--- src/rtl/adsr_envelope.sv ---
// rtl/adsr_envelope.sv - ADSR amplitude envelope generator
//
// Purpose: gate-driven envelope FSM producing one LEVEL_W-bit amplitude per
// voice. Gate edges move the FSM on any clk; level arithmetic and the sustain
// hold counter only advance on the one-clk sample strobe (tick).
// Optional feature macro: ADSR_RETRIGGER_EN (rise during RELEASE restarts ATTACK
// from the current level instead of being ignored).
//
// Ports:
//   clk          in   rising-edge system clock
//   reset        in   synchronous, active-high
//   tick         in   sample strobe, one clk wide
//   note_gate    in   key held (level)
//   sustain_time in   hold length in SUSTAIN_UNIT ticks
//   env_level    out  registered envelope level
//   env_state    out  0 IDLE, 1 ATTACK, 2 DECAY, 3 SUSTAIN, 4 RELEASE
//   env_active   out  high while not IDLE
//   env_done     out  one-clk pulse on RELEASE -> IDLE

module adsr_envelope #(
  parameter int LEVEL_W       = 8,
  parameter int ATTACK_STEP   = 8,
  parameter int DECAY_STEP    = 2,
  parameter int SUSTAIN_LEVEL = 160,
  parameter int RELEASE_STEP  = 4,
  parameter int SUSTAIN_UNIT  = 64
) (
  input  logic               clk,
  input  logic               reset,
  input  logic               tick,
  input  logic               note_gate,
  input  logic [3:0]         sustain_time,
  output logic [LEVEL_W-1:0] env_level,
  output logic [2:0]         env_state,
  output logic               env_active,
  output logic               env_done
);

  localparam int LW1    = LEVEL_W + 1;
  localparam int HOLD_W = 4 + $clog2(SUSTAIN_UNIT);
  localparam int FULL   = (1 << LEVEL_W) - 1;

  localparam logic [LW1-1:0]     FULL_W   = LW1'(FULL);
  localparam logic [LW1-1:0]     ATT_W    = LW1'(ATTACK_STEP);
  localparam logic [LW1-1:0]     DEC_W    = LW1'(DECAY_STEP);
  localparam logic [LW1-1:0]     REL_W    = LW1'(RELEASE_STEP);
  localparam logic [LW1-1:0]     SUST_W   = LW1'(SUSTAIN_LEVEL);
  localparam logic [HOLD_W-1:0]  UNIT_W   = HOLD_W'(SUSTAIN_UNIT);
  localparam logic [HOLD_W-1:0]  HOLD_ONE = HOLD_W'(1);

  typedef enum logic [2:0] {
    S_IDLE    = 3'd0,
    S_ATTACK  = 3'd1,
    S_DECAY   = 3'd2,
    S_SUSTAIN = 3'd3,
    S_RELEASE = 3'd4
  } state_t;

  state_t              state_q, state_d;
  logic [LEVEL_W-1:0]  level_q, level_d;
  logic [HOLD_W-1:0]   hold_q, hold_d;
  logic                gate_q;
  logic                active_q;
  logic                done_q, done_d;

  logic                rise, fall, retrig;
  logic [LW1-1:0]      att_sum, dec_diff, rel_diff;
  logic [HOLD_W-1:0]   hold_load;

  assign rise = note_gate & ~gate_q;
  assign fall = ~note_gate & gate_q;

`ifdef ADSR_RETRIGGER_EN
  assign retrig = rise;
`else
  assign retrig = 1'b0;
`endif

  // One extra bit so saturation/underflow is detected rather than wrapped.
  assign att_sum   = {1'b0, level_q} + ATT_W;
  assign dec_diff  = {1'b0, level_q} - DEC_W;
  assign rel_diff  = {1'b0, level_q} - REL_W;
  assign hold_load = HOLD_W'(sustain_time) * UNIT_W;

  always_comb begin
    state_d = state_q;
    level_d = level_q;
    hold_d  = hold_q;
    done_d  = 1'b0;
    case (state_q)
      S_IDLE: begin
        if (rise) state_d = S_ATTACK;
      end
      S_ATTACK: begin
        if (fall) begin
          state_d = S_RELEASE;
        end else if (tick) begin
          if (att_sum >= FULL_W) begin
            level_d = LEVEL_W'(FULL);
            state_d = S_DECAY;
          end else begin
            level_d = att_sum[LEVEL_W-1:0];
          end
        end
      end
      S_DECAY: begin
        if (fall) begin
          state_d = S_RELEASE;
        end else if (tick) begin
          if (dec_diff[LEVEL_W] || dec_diff <= SUST_W) begin
            level_d = LEVEL_W'(SUSTAIN_LEVEL);
            state_d = S_SUSTAIN;
            hold_d  = hold_load;
          end else begin
            level_d = dec_diff[LEVEL_W-1:0];
          end
        end
      end
      S_SUSTAIN: begin
        // An expired hold ends the note even with the key still down.
        if (fall || hold_q == '0) begin
          state_d = S_RELEASE;
        end else if (tick) begin
          hold_d = hold_q - HOLD_ONE;
        end
      end
      S_RELEASE: begin
        if (retrig) begin
          state_d = S_ATTACK;
        end else if (tick) begin
          if (rel_diff[LEVEL_W] || rel_diff == '0) begin
            level_d = '0;
            state_d = S_IDLE;
            done_d  = 1'b1;
          end else begin
            level_d = rel_diff[LEVEL_W-1:0];
          end
        end
      end
      default: begin
        state_d = S_IDLE;
        level_d = '0;
      end
    endcase
  end

  always_ff @(posedge clk) begin
    if (reset) begin
      state_q  <= S_IDLE;
      level_q  <= '0;
      hold_q   <= '0;
      gate_q   <= 1'b0;
      active_q <= 1'b0;
      done_q   <= 1'b0;
    end else begin
      state_q  <= state_d;
      level_q  <= level_d;
      hold_q   <= hold_d;
      gate_q   <= note_gate;
      active_q <= (state_d != S_IDLE);
      done_q   <= done_d;
    end
  end

  assign env_level  = level_q;
  assign env_state  = state_q;
  assign env_active = active_q;
  assign env_done   = done_q;

endmodule

--- config.mk ---
export PLATFORM = sky130hd
export DESIGN_NAME = adsr_envelope
export DESIGN_NICKNAME = d
export VERILOG_FILES = /design/src/rtl/adsr_envelope.sv
export SDC_FILE = /design/constraint.sdc
export NUM_CORES = 1
export LEC_CHECK = 0
export CAP_MARGIN = 10
export CORE_MARGIN = 2
export CORE_UTILIZATION = 52
export CTS_CLUSTER_SIZE = 12
export DETAILED_ROUTE_END_ITERATION = 6
export GPL_ROUTABILITY_DRIVEN = 0
export PLACE_DENSITY = 0.74
export SYNTH_ARGS = -nofsm -noshare
export SYNTH_HDL_FRONTEND = slang
export SYNTH_SLANG_ARGS = --single-unit
--- constraint.sdc ---
create_clock -name clk -period 3.5 [get_ports clk]
set_input_delay 0.7 -clock clk [delete_from_list [all_inputs] [get_ports clk]]
set_output_delay 0.7 -clock clk [all_outputs]
set_load 0.02 [all_outputs]
==> results of run 1 <==
-- state kept, by name, summed over array words and instances, names as in the netlist --
name        flops
env_level       8
env_active      1
gate_q          1
hold_q         10
env_done        1
env_state       3
-- cell type report --
| class | count | share of cell area |
|---|---|---|
| inverter | 12 | 0.0197 |
| clock inverter | 1 | 0.0131 |
| sequential | 24 | 0.210 |
| multi-input combinational | 212 | 0.616 |
| tap | 48 | 0.0262 |
| clock buffer | 3 | 0.0180 |
| timing repair buffer | 23 | 0.0972 |
-- kinds of logic after synthesis --
group,synth area share
AOI/OAI and AO/OA,0.299
xor gates and xnor gates,0.0515
adders and majority gates,0.0558
buffers and inverters,0.0614
DFF,0.238
muxes,0.00496
and+or+nand+nor,0.289
-- cell usage in the layout (no fill, tap or decap), drive strengths merged, types with 3 or more instances in the layout --
master and n:
nand2b 3, inv 12, ha 9, xnor2 9
clkbuf 3, or3 5, and2 4, dfxtp 24
nand3 13, a21oi 16, nand2 29, o22ai 3
nor2 21, clkdlybuf4s50 20, nor3b 3, nor2b 7
o211ai 6, o21ai 23, o31ai 5, buf 3
nor3 10, a31oi 7
-- synthesized netlist by cell type, types with 3 or more instances --
cell type,n,share of area
o211ai_1,5,0.019
xnor2_1,8,0.035
inv_1,11,0.020
nor3_1,9,0.022
nor2b_1,6,0.019
nand2b_1,3,0.0093
o21ai_0,16,0.040
buf_2,3,0.0074
o31ai_1,5,0.019
and2_1,4,0.012
or3_1,4,0.012
o21ai_1,7,0.017
a31oi_1,7,0.022
a21oi_1,16,0.040
dfxtp_1,24,0.24
nand2_1,27,0.050
nand3_1,13,0.032
ha_1,9,0.056
nor2_1,20,0.037
o22ai_1,3,0.0093
clkbuf_1,6,0.011
buf_4,3,0.011
-- worst max-delay path, stage by stage, from the launching register on --
cell and delay, ns:
dfxtp_1 0.66, inv_1 0.10, ha_1 0.23, and4bb_1 0.21
xnor2_1 0.12, a31oi_1 0.32, o211a_1 0.50, a221oi_2 0.14
a211oi_2 0.22
-- metal layers --
metal / vias to the layer above / part of all wire / routed length (um) / global-route usage
li1: 984 / - / - / -
met2: 73 / 0.50 / 2600 / 0.433
met5: - / 0 / 0 / 0
met4: 0 / 0.016 / 84 / 0.102
met1: 950 / 0.43 / 2240 / 0.325
met3: 9 / 0.054 / 282 / 0.0324
-- where the power goes --
group          switching (mW)  total [mW]  internal, mW
combinational          0.0861       0.153        0.0670
clock                   0.101       0.254         0.153
sequential             0.0150       0.295         0.280
total                   0.202       0.703         0.501
-- worst paths after layout --
check / startpoint / end / slack [ns] / cells past startpoint
worst min register to register: hold_q[6] / hold_q[6] / 0.50 / 2
worst max register to register: env_level[4] / env_level[1] / 0.93 / 8
worst max-delay path: env_level[4] / env_level[1] / 0.93 / 8
worst min-delay path: hold_q[6] / hold_q[6] / 0.50 / 2
-- through the flow --
step | instances | utilization | setup slack [ns]
after floorplan | 262 | - | 1.10
after global placement | 319 | 0.602 | 0.855
after detailed placement | 319 | 0.602 | 0.823
after CTS | 323 | 0.621 | 0.945
after global routing | 323 | 0.621 | 0.739
final | 323 | 0.621 | 0.927
==> results.json, run 1 <==
{
  "io_pins": 21,
  "powerDensity_nw_per_um2": 307,
  "core-area_sq_um": 3690,
  "hold-worst-slack_ns": 0.499,
  "finalCritPeriodShare": 0.735,
  "area_growth_pct": 13.6,
  "cts_buffers": 3,
  "period_minus_slack_ns": 2.57,
  "chipHeight_um": 66.3,
  "final-setup-viol-count": 0,
  "peakVddDrop_uv": 243,
  "ys.flop_type": "dfxtp_1",
  "syn_area_per_cell_sq_um": 7.70,
  "seq_area_sq_um": 480,
  "max_cap_violations": 0,
  "yosysWarnings": 0,
  "num_vias": 2016,
  "drcViolationCount": 0,
  "worst_slew_pin_slew_ns": 0.789,
  "yosys_register_bits": 24,
  "cp_data_arrival_time_ns": 2.78,
  "cp-end-kind": "flip-flop",
  "hold_viol": 0,
  "antenna_cells": 0,
  "multi_input_area_sq_um": 1410,
  "initial_core_util": 0.547,
  "grt-ovfl-total": 0,
  "grt_pass1_wl_mm": 8.69,
  "die_area_sq_um": 4390,
  "drt_iter0_markers": 137,
  "die_w_um": 66.3,
  "synthesis.area_sq_um": 2020,
  "hp-class": "flip-flop to flip-flop",
  "syn_nets": 279,
  "rsz0062_at_grt": "false",
  "antenna_found_initial": 0,
  "fmax_mhz": 389,
  "grt_pass1_vias": 1883,
  "start_kind": "flip-flop",
  "io_buffers": 20,
  "grt_max_degree": 17,
  "cts_setup_buffers": 0,
  "ctsResizeCount": 0,
  "synthCells": 262,
  "routed_wl_mm": 5.21,
  "p_leak_nw": 0.809,
  "drt-pass1-iter-count": 6,
  "status": "complete, no violations",
  "clk_pin_slew_ns": 0.09,
  "fillers": 351,
  "synth.distinct_cells": 64,
  "fin_area_sq_um": 2290,
  "wl_per_cell_um": 16.1,
  "ys_seq_area_frac": 0.238,
  "synthArstFlopShare": 0,
  "htree_levels": 1,
  "dp.final_hpwl_mm": 3.80,
  "hold_buffers": 0,
  "finalPower_mw": 0.703,
  "via_per_inst": 6.24,
  "tns_ns": 0,
  "antenna_left": 0,
  "dpl-instance-area_sq_um": 2220,
  "crit_fanout": 13,
  "layout.nets": 293,
  "root_buffer": "clkbuf_8",
  "clock_skew_ns": 0.00696,
  "grt_use_total": 0.255,
  "path_class": "flip-flop to flip-flop",
  "cts_tree": "yes",
  "synth_edf_count": 0,
  "cts.sinks": 24,
  "clock_path_buffers": 2,
  "row_count": 22,
  "clock_latency_ns": 0.28,
  "slew_headroom": 0.470,
  "layout-drive-gt1-share": 0.0873,
  "slew_viol_final": 0,
  "cp.required_ns": 3.70
}
Power figures use the tool's default switching activity.
==> run 2: changes to the inputs <==
Settings changed: CORE_UTILIZATION 52 to 51, PLACE_DENSITY 0.74 to 0.76.
Clock period 3.5 ns to 2.1 ns, I/O delays scaled along.
==> results.json, run 2 (synthesized netlist as in run 1, its figures left out) <==
{
  "status": "finished, violations left",
  "violations": "negative setup slack",
  "slew_headroom": 0.719,
  "grt_pass1_wl_mm": 9.67,
  "finalCritPeriodShare": 1.01,
  "die_area_sq_um": 4470,
  "powerDensity_nw_per_um2": 431,
  "dp.final_hpwl_mm": 4.28,
  "period_minus_slack_ns": 2.12,
  "row_count": 22,
  "clock_latency_ns": 0.28,
  "cp-end-kind": "flip-flop",
  "slew_viol_final": 0,
  "hp-class": "flip-flop to flip-flop",
  "largest_register": "hold_q",
  "max_cap_violations": 0,
  "initial_core_util": 0.539,
  "largest_reg_flops": 10,
  "grt_use_total": 0.281,
  "io_buffers": 20,
  "drcViolationCount": 0,
  "layout-drive-gt1-share": 0.320,
  "tns_ns": -0.0255,
  "core-area_sq_um": 3740,
  "htree_levels": 1,
  "fmax_mhz": 471,
  "antenna_found_initial": 0,
  "cts_tree": "yes",
  "start_kind": "flip-flop",
  "cp.buffers_inverters": 1,
  "critPathSlowestCell": "dfxtp_4",
  "routed_wl_mm": 6.31,
  "max_stage_delay_ns": 0.40,
  "p_leak_nw": 1.07,
  "final-setup-viol-count": 2,
  "area_growth_pct": 38.9,
  "cp_data_arrival_time_ns": 2.30,
  "antenna_cells": 0,
  "grt-ovfl-total": 0,
  "num_vias": 2262,
  "wl_per_cell_um": 16.9,
  "dpl-instance-area_sq_um": 2590,
  "path_cells": "inv_2 -> ha_4 -> a32o_2 -> and3_4 -> a2bb2oi_4 -> nand3_2 -> a31o_1 -> or3_1",
  "clock_path_buffers": 2,
  "drt-pass1-iter-count": 5,
  "setup_slack_ns": -0.0210,
  "final_util": 0.748,
  "cp.required_ns": 2.27,
  "antenna_left": 0,
  "layout.nets": 343,
  "drt_iter0_markers": 267,
  "cp_top_family": "compound AO/OA/AOI/OAI gates",
  "io_pins": 21,
  "finalPower_mw": 1.21,
  "path_class": "flip-flop to flip-flop",
  "final_cell_mix": "53 x buf_4, 25 x nand2_1, 20 x nor2_1, 20 x clkdlybuf4s50_1, 17 x dfxtp_1",
  "hold_viol": 0,
  "fin_area_sq_um": 2800,
  "peakVddDrop_uv": 431,
  "grt_max_degree": 17,
  "crit_fanout": 6,
  "cts.sinks": 24,
  "grt_pass1_vias": 2056,
  "via_per_inst": 6.06,
  "worst_slew_pin_slew_ns": 0.411,
  "hold_buffers": 0,
  "clk_pin_slew_ns": 0.10,
  "rsz0062_at_grt": "true",
  "final_common_cell": "buf_4",
  "chipHeight_um": 66.9,
  "die_w_um": 66.9,
  "clock_skew_ns": 0.0148,
  "hold-worst-slack_ns": 0.487,
  "fillers": 277,
  "cts_buffers": 3,
  "root_buffer": "clkbuf_8"
}
==> run 2: cell count changes in the layout (fill, tap and decap cells not counted), moves of 4 or more <==
cell / previous run / this run
buf_4: 3 / 53
dfxtp_1: 24 / 17
dfxtp_4: 0 / 4
ha_1: 9 / 3
ha_2: 0 / 4
inv_1: 11 / 6
inv_2: 1 / 5
==> run 2: worst min-delay path, stage by stage, from the launching register on <==
cell and delay [ns]:
dfxtp_1 0.32, o21ai_1 0.07, a21oi_1 0.06
==> run 2: worst paths after layout <==
check / cells after the start / endpoint / from / slack (ns)
max reg2reg: 8 / env_active / env_level[4] / -0.02
min: 2 / hold_q[6] / hold_q[6] / 0.49
max: 8 / env_active / env_level[4] / -0.02
min reg2reg: 2 / hold_q[6] / hold_q[6] / 0.49
==> run 2: final cells by class <==
type | instances | area [sq um] | share of cell area
tap | 48 | 60.1 | 0.0214
clock buffer | 4 | 66.3 | 0.0237
inverter | 12 | 52.6 | 0.0188
sequential | 24 | 499 | 0.178
multi-input combinational | 212 | 1530 | 0.544
timing repair buffer | 73 | 598 | 0.213
==> run 2: per-layer routing <==
| metal | part of all wire | up-vias | global-route usage |
|---|---|---|---|
| met5 | 0 | - | 0 |
| li1 | - | 1084 | - |
| met1 | 0.42 | 1021 | 0.384 |
| met3 | 0.087 | 19 | 0.0456 |
| met4 | 0.028 | 0 | 0.0536 |
| met2 | 0.46 | 138 | 0.465 |
==> run 2: per-stage QoR <==
step                      std cells  setup slack [ns]
final                           373           -0.0210
after global routing            373            -0.126
after CTS                       368            0.0109
after detailed placement        362           -0.0927
after global placement          362           -0.0306
after floorplan                 262           0.00347
==> run 2: what timing repair did <==
item                                   4_1_cts  5_1_grt
buffers inserted                             2        5
endpoints found under the hold margin        0        0
setup endpoints to repair                   13       14
pin swaps                                    0       13
resized for setup                            4       24
==> run 2: where the power goes <==
part | internal, mW | leakage [nW] | switching [mW]
clock network | 0.208 | 0.0339 | 0.167
registers | 0.465 | 0.199 | 0.0108
logic | 0.165 | 0.839 | 0.194
total | 0.837 | 1.07 | 0.372
==> run 3: changes to the inputs <==
--- a/config.mk
+++ b/config.mk
@@ -13,4 +13,5 @@
 export GPL_ROUTABILITY_DRIVEN = 0
 export PLACE_DENSITY = 0.76
+export SKIP_LAST_GASP = 1
 export SYNTH_ARGS = -nofsm -noshare
 export SYNTH_HDL_FRONTEND = slang
==> constraint.sdc (replaced) <==
create_clock -name clk -period 2.1 [get_ports clk]
set_input_delay 0.21 -clock clk [delete_from_list [all_inputs] [get_ports clk]]
set_output_delay 0.21 -clock clk [all_outputs]
set_load 0.02 [all_outputs]
==> results.json, run 3 (synthesized netlist as in run 1, its figures left out) <==
{
  "grt_pass1_wl_mm": 9.80,
  "clk_pin_slew_ns": 0.08,
  "hold_path_end": "hold_q[6]",
  "critPathSlowestCell": "dfxtp_4",
  "violations": "negative setup slack",
  "row_count": 22,
  "power_frac_clock": 0.254,
  "largest_reg_flops": 10,
  "antenna_cells": 0,
  "finalCritPeriodShare": 1.00,
  "cts_tree": "yes",
  "htree_levels": 1,
  "swShare": 0.307,
  "cp.required_ns": 2.25,
  "p_leak_nw": 1.03,
  "layout-drive-gt1-share": 0.269,
  "p_int_mw": 0.761,
  "cts.sinks": 24,
  "p_sw_mw": 0.337,
  "clock_latency_ns": 0.26,
  "die_w_um": 66.9,
  "via_per_inst": 6.05,
  "final_common_cell": "buf_4",
  "num_vias": 2228,
  "final-setup-viol-count": 1,
  "path_cells": "inv_4 -> ha_4 -> a32o_1 -> and3_4 -> a2bb2oi_4 -> nand3_1 -> a31o_1 -> or3_1",
  "grt_max_degree": 16,
  "die_area_sq_um": 4470,
  "cp-end-kind": "flip-flop",
  "powerDensity_nw_per_um2": 407,
  "drt_iter0_markers": 287,
  "start_kind": "flip-flop",
  "wl_met2_mm": 2.69,
  "core-area_sq_um": 3740,
  "io_pins": 21,
  "met3_length_um": 449,
  "sequentialPowerShare": 0.435,
  "largest_register": "hold_q",
  "dpl-instance-area_sq_um": 2570,
  "drt-pass1-iter-count": 5,
  "final_util": 0.721,
  "rsz0062_at_grt": "true",
  "grt-ovfl-total": 0,
  "antenna_found_initial": 0,
  "power_frac_comb": 0.311,
  "wl_per_cell_um": 16.0,
  "clock_skew_ns": 0.00336,
  "antenna_left": 0,
  "r2r-end": "env_active",
  "slew_headroom": 0.589,
  "final_cell_mix": "48 x buf_4, 27 x nand2_1, 20 x nor2_1, 20 x dfxtp_1, 20 x clkdlybuf4s50_1",
  "cp_data_arrival_time_ns": 2.26,
  "r2r_slack_ns": -0.006,
  "grt_pass1_vias": 2088,
  "slew_viol_final": 0,
  "reg2regPathDepth": 8,
  "period_minus_slack_ns": 2.11,
  "status": "finished, violations left",
  "layout.nets": 338,
  "max_cap_violations": 0,
  "path_class": "flip-flop to flip-flop",
  "io_buffers": 20,
  "wl_met1_mm": 2.70,
  "max_stage_delay_ns": 0.39,
  "peakVddDrop_uv": 381,
  "crit_fanout": 6,
  "hp-class": "flip-flop to flip-flop",
  "fin_area_sq_um": 2700,
  "reg2reg_from": "env_level[3]",
  "worst_slew_pin_slew_ns": 0.617,
  "drcViolationCount": 0,
  "hold_start": "hold_q[6]",
  "chipHeight_um": 66.9,
  "routed_wl_mm": 5.89,
  "final_cells": 368,
  "place_ws_ns": -0.0541,
  "clock_path_buffers": 2,
  "dpl.cell_count": 359,
  "cts_buffers": 3,
  "dr.max_layer_used": "met4",
  "fillers": 280,
  "hold_buffers": 0,
  "fmax_mhz": 475,
  "setup_slack_ns": -0.00644,
  "root_buffer": "clkbuf_8",
  "dp.final_hpwl_mm": 4.31,
  "area_growth_pct": 33.8,
  "grt_use_total": 0.285,
  "hold_path_depth": 2,
  "hold_viol": 0,
  "hold-worst-slack_ns": 0.493,
  "initial_core_util": 0.539
}
run 3: how the worst max path moves through the flow:
stage	depth (start not counted)	end	start	slack [ns]
2_1_floorplan	8	env_active	env_level[2]	0.003
3_3_place_gp	9	env_level[4]	env_level[2]	-0.01
3_5_place_dp	9	hold_q[8]	env_level[2]	-0.05
4_1_cts	7	env_active	env_level[3]	0.002
5_1_grt	8	env_active	env_level[3]	-0.08
6_report	8	env_active	env_level[3]	-0.006
run 3: cell type report:
cell class	count	area [sq um]	area share
clock buffer	4	45.0	0.0167
inverter	12	47.5	0.0176
multi-input combinational	212	1490	0.552
timing repair buffer	68	561	0.208
tap	48	60.1	0.0223
sequential	24	495	0.184
run 3: power by group through the flow:
| stage | clock [mW] | combinational (mW) | sequential (mW) |
|---|---|---|---|
| detailed placement | 0 | 0.318 | 0.488 |
| CTS | 0.287 | 0.331 | 0.478 |
| global route | 0.299 | 0.369 | 0.480 |
| global placement | 0 | 0.316 | 0.488 |
| finish | 0.279 | 0.341 | 0.477 |
| floorplan | 0 | 0.179 | 0.499 |
run 3: repair_timing:
item                       4_1_cts  5_1_grt
setup endpoints to repair       11        5
pin swaps                        4        3
setup buffers                    3        2
resized for setup                8        5
run 3: through the flow:
step                      total power [mW]  setup TNS (ns)
after floorplan                      0.678               0
after global placement               0.804         -0.0131
after detailed placement             0.806          -0.314
after CTS                             1.09               0
after global routing                  1.15          -0.195
final                                 1.10        -0.00644
run 3: critical path: cells and delay by family, from the launching register on:
family                   cells  cell delay, ns
AO/OA/AOI/OAI                3            0.62
buffers and inverters        1            0.07
adder cells (fa/ha/maj)      1            0.26
AND/OR/NAND/NOR              3            0.65
flip-flops                   1            0.39
run 3: layer usage:
layer,global-route usage,vias to the layer above
li1,-,1075
met1,0.391,1026
met2,0.461,117
met3,0.0473,10
met4,0.0714,0
met5,0,-
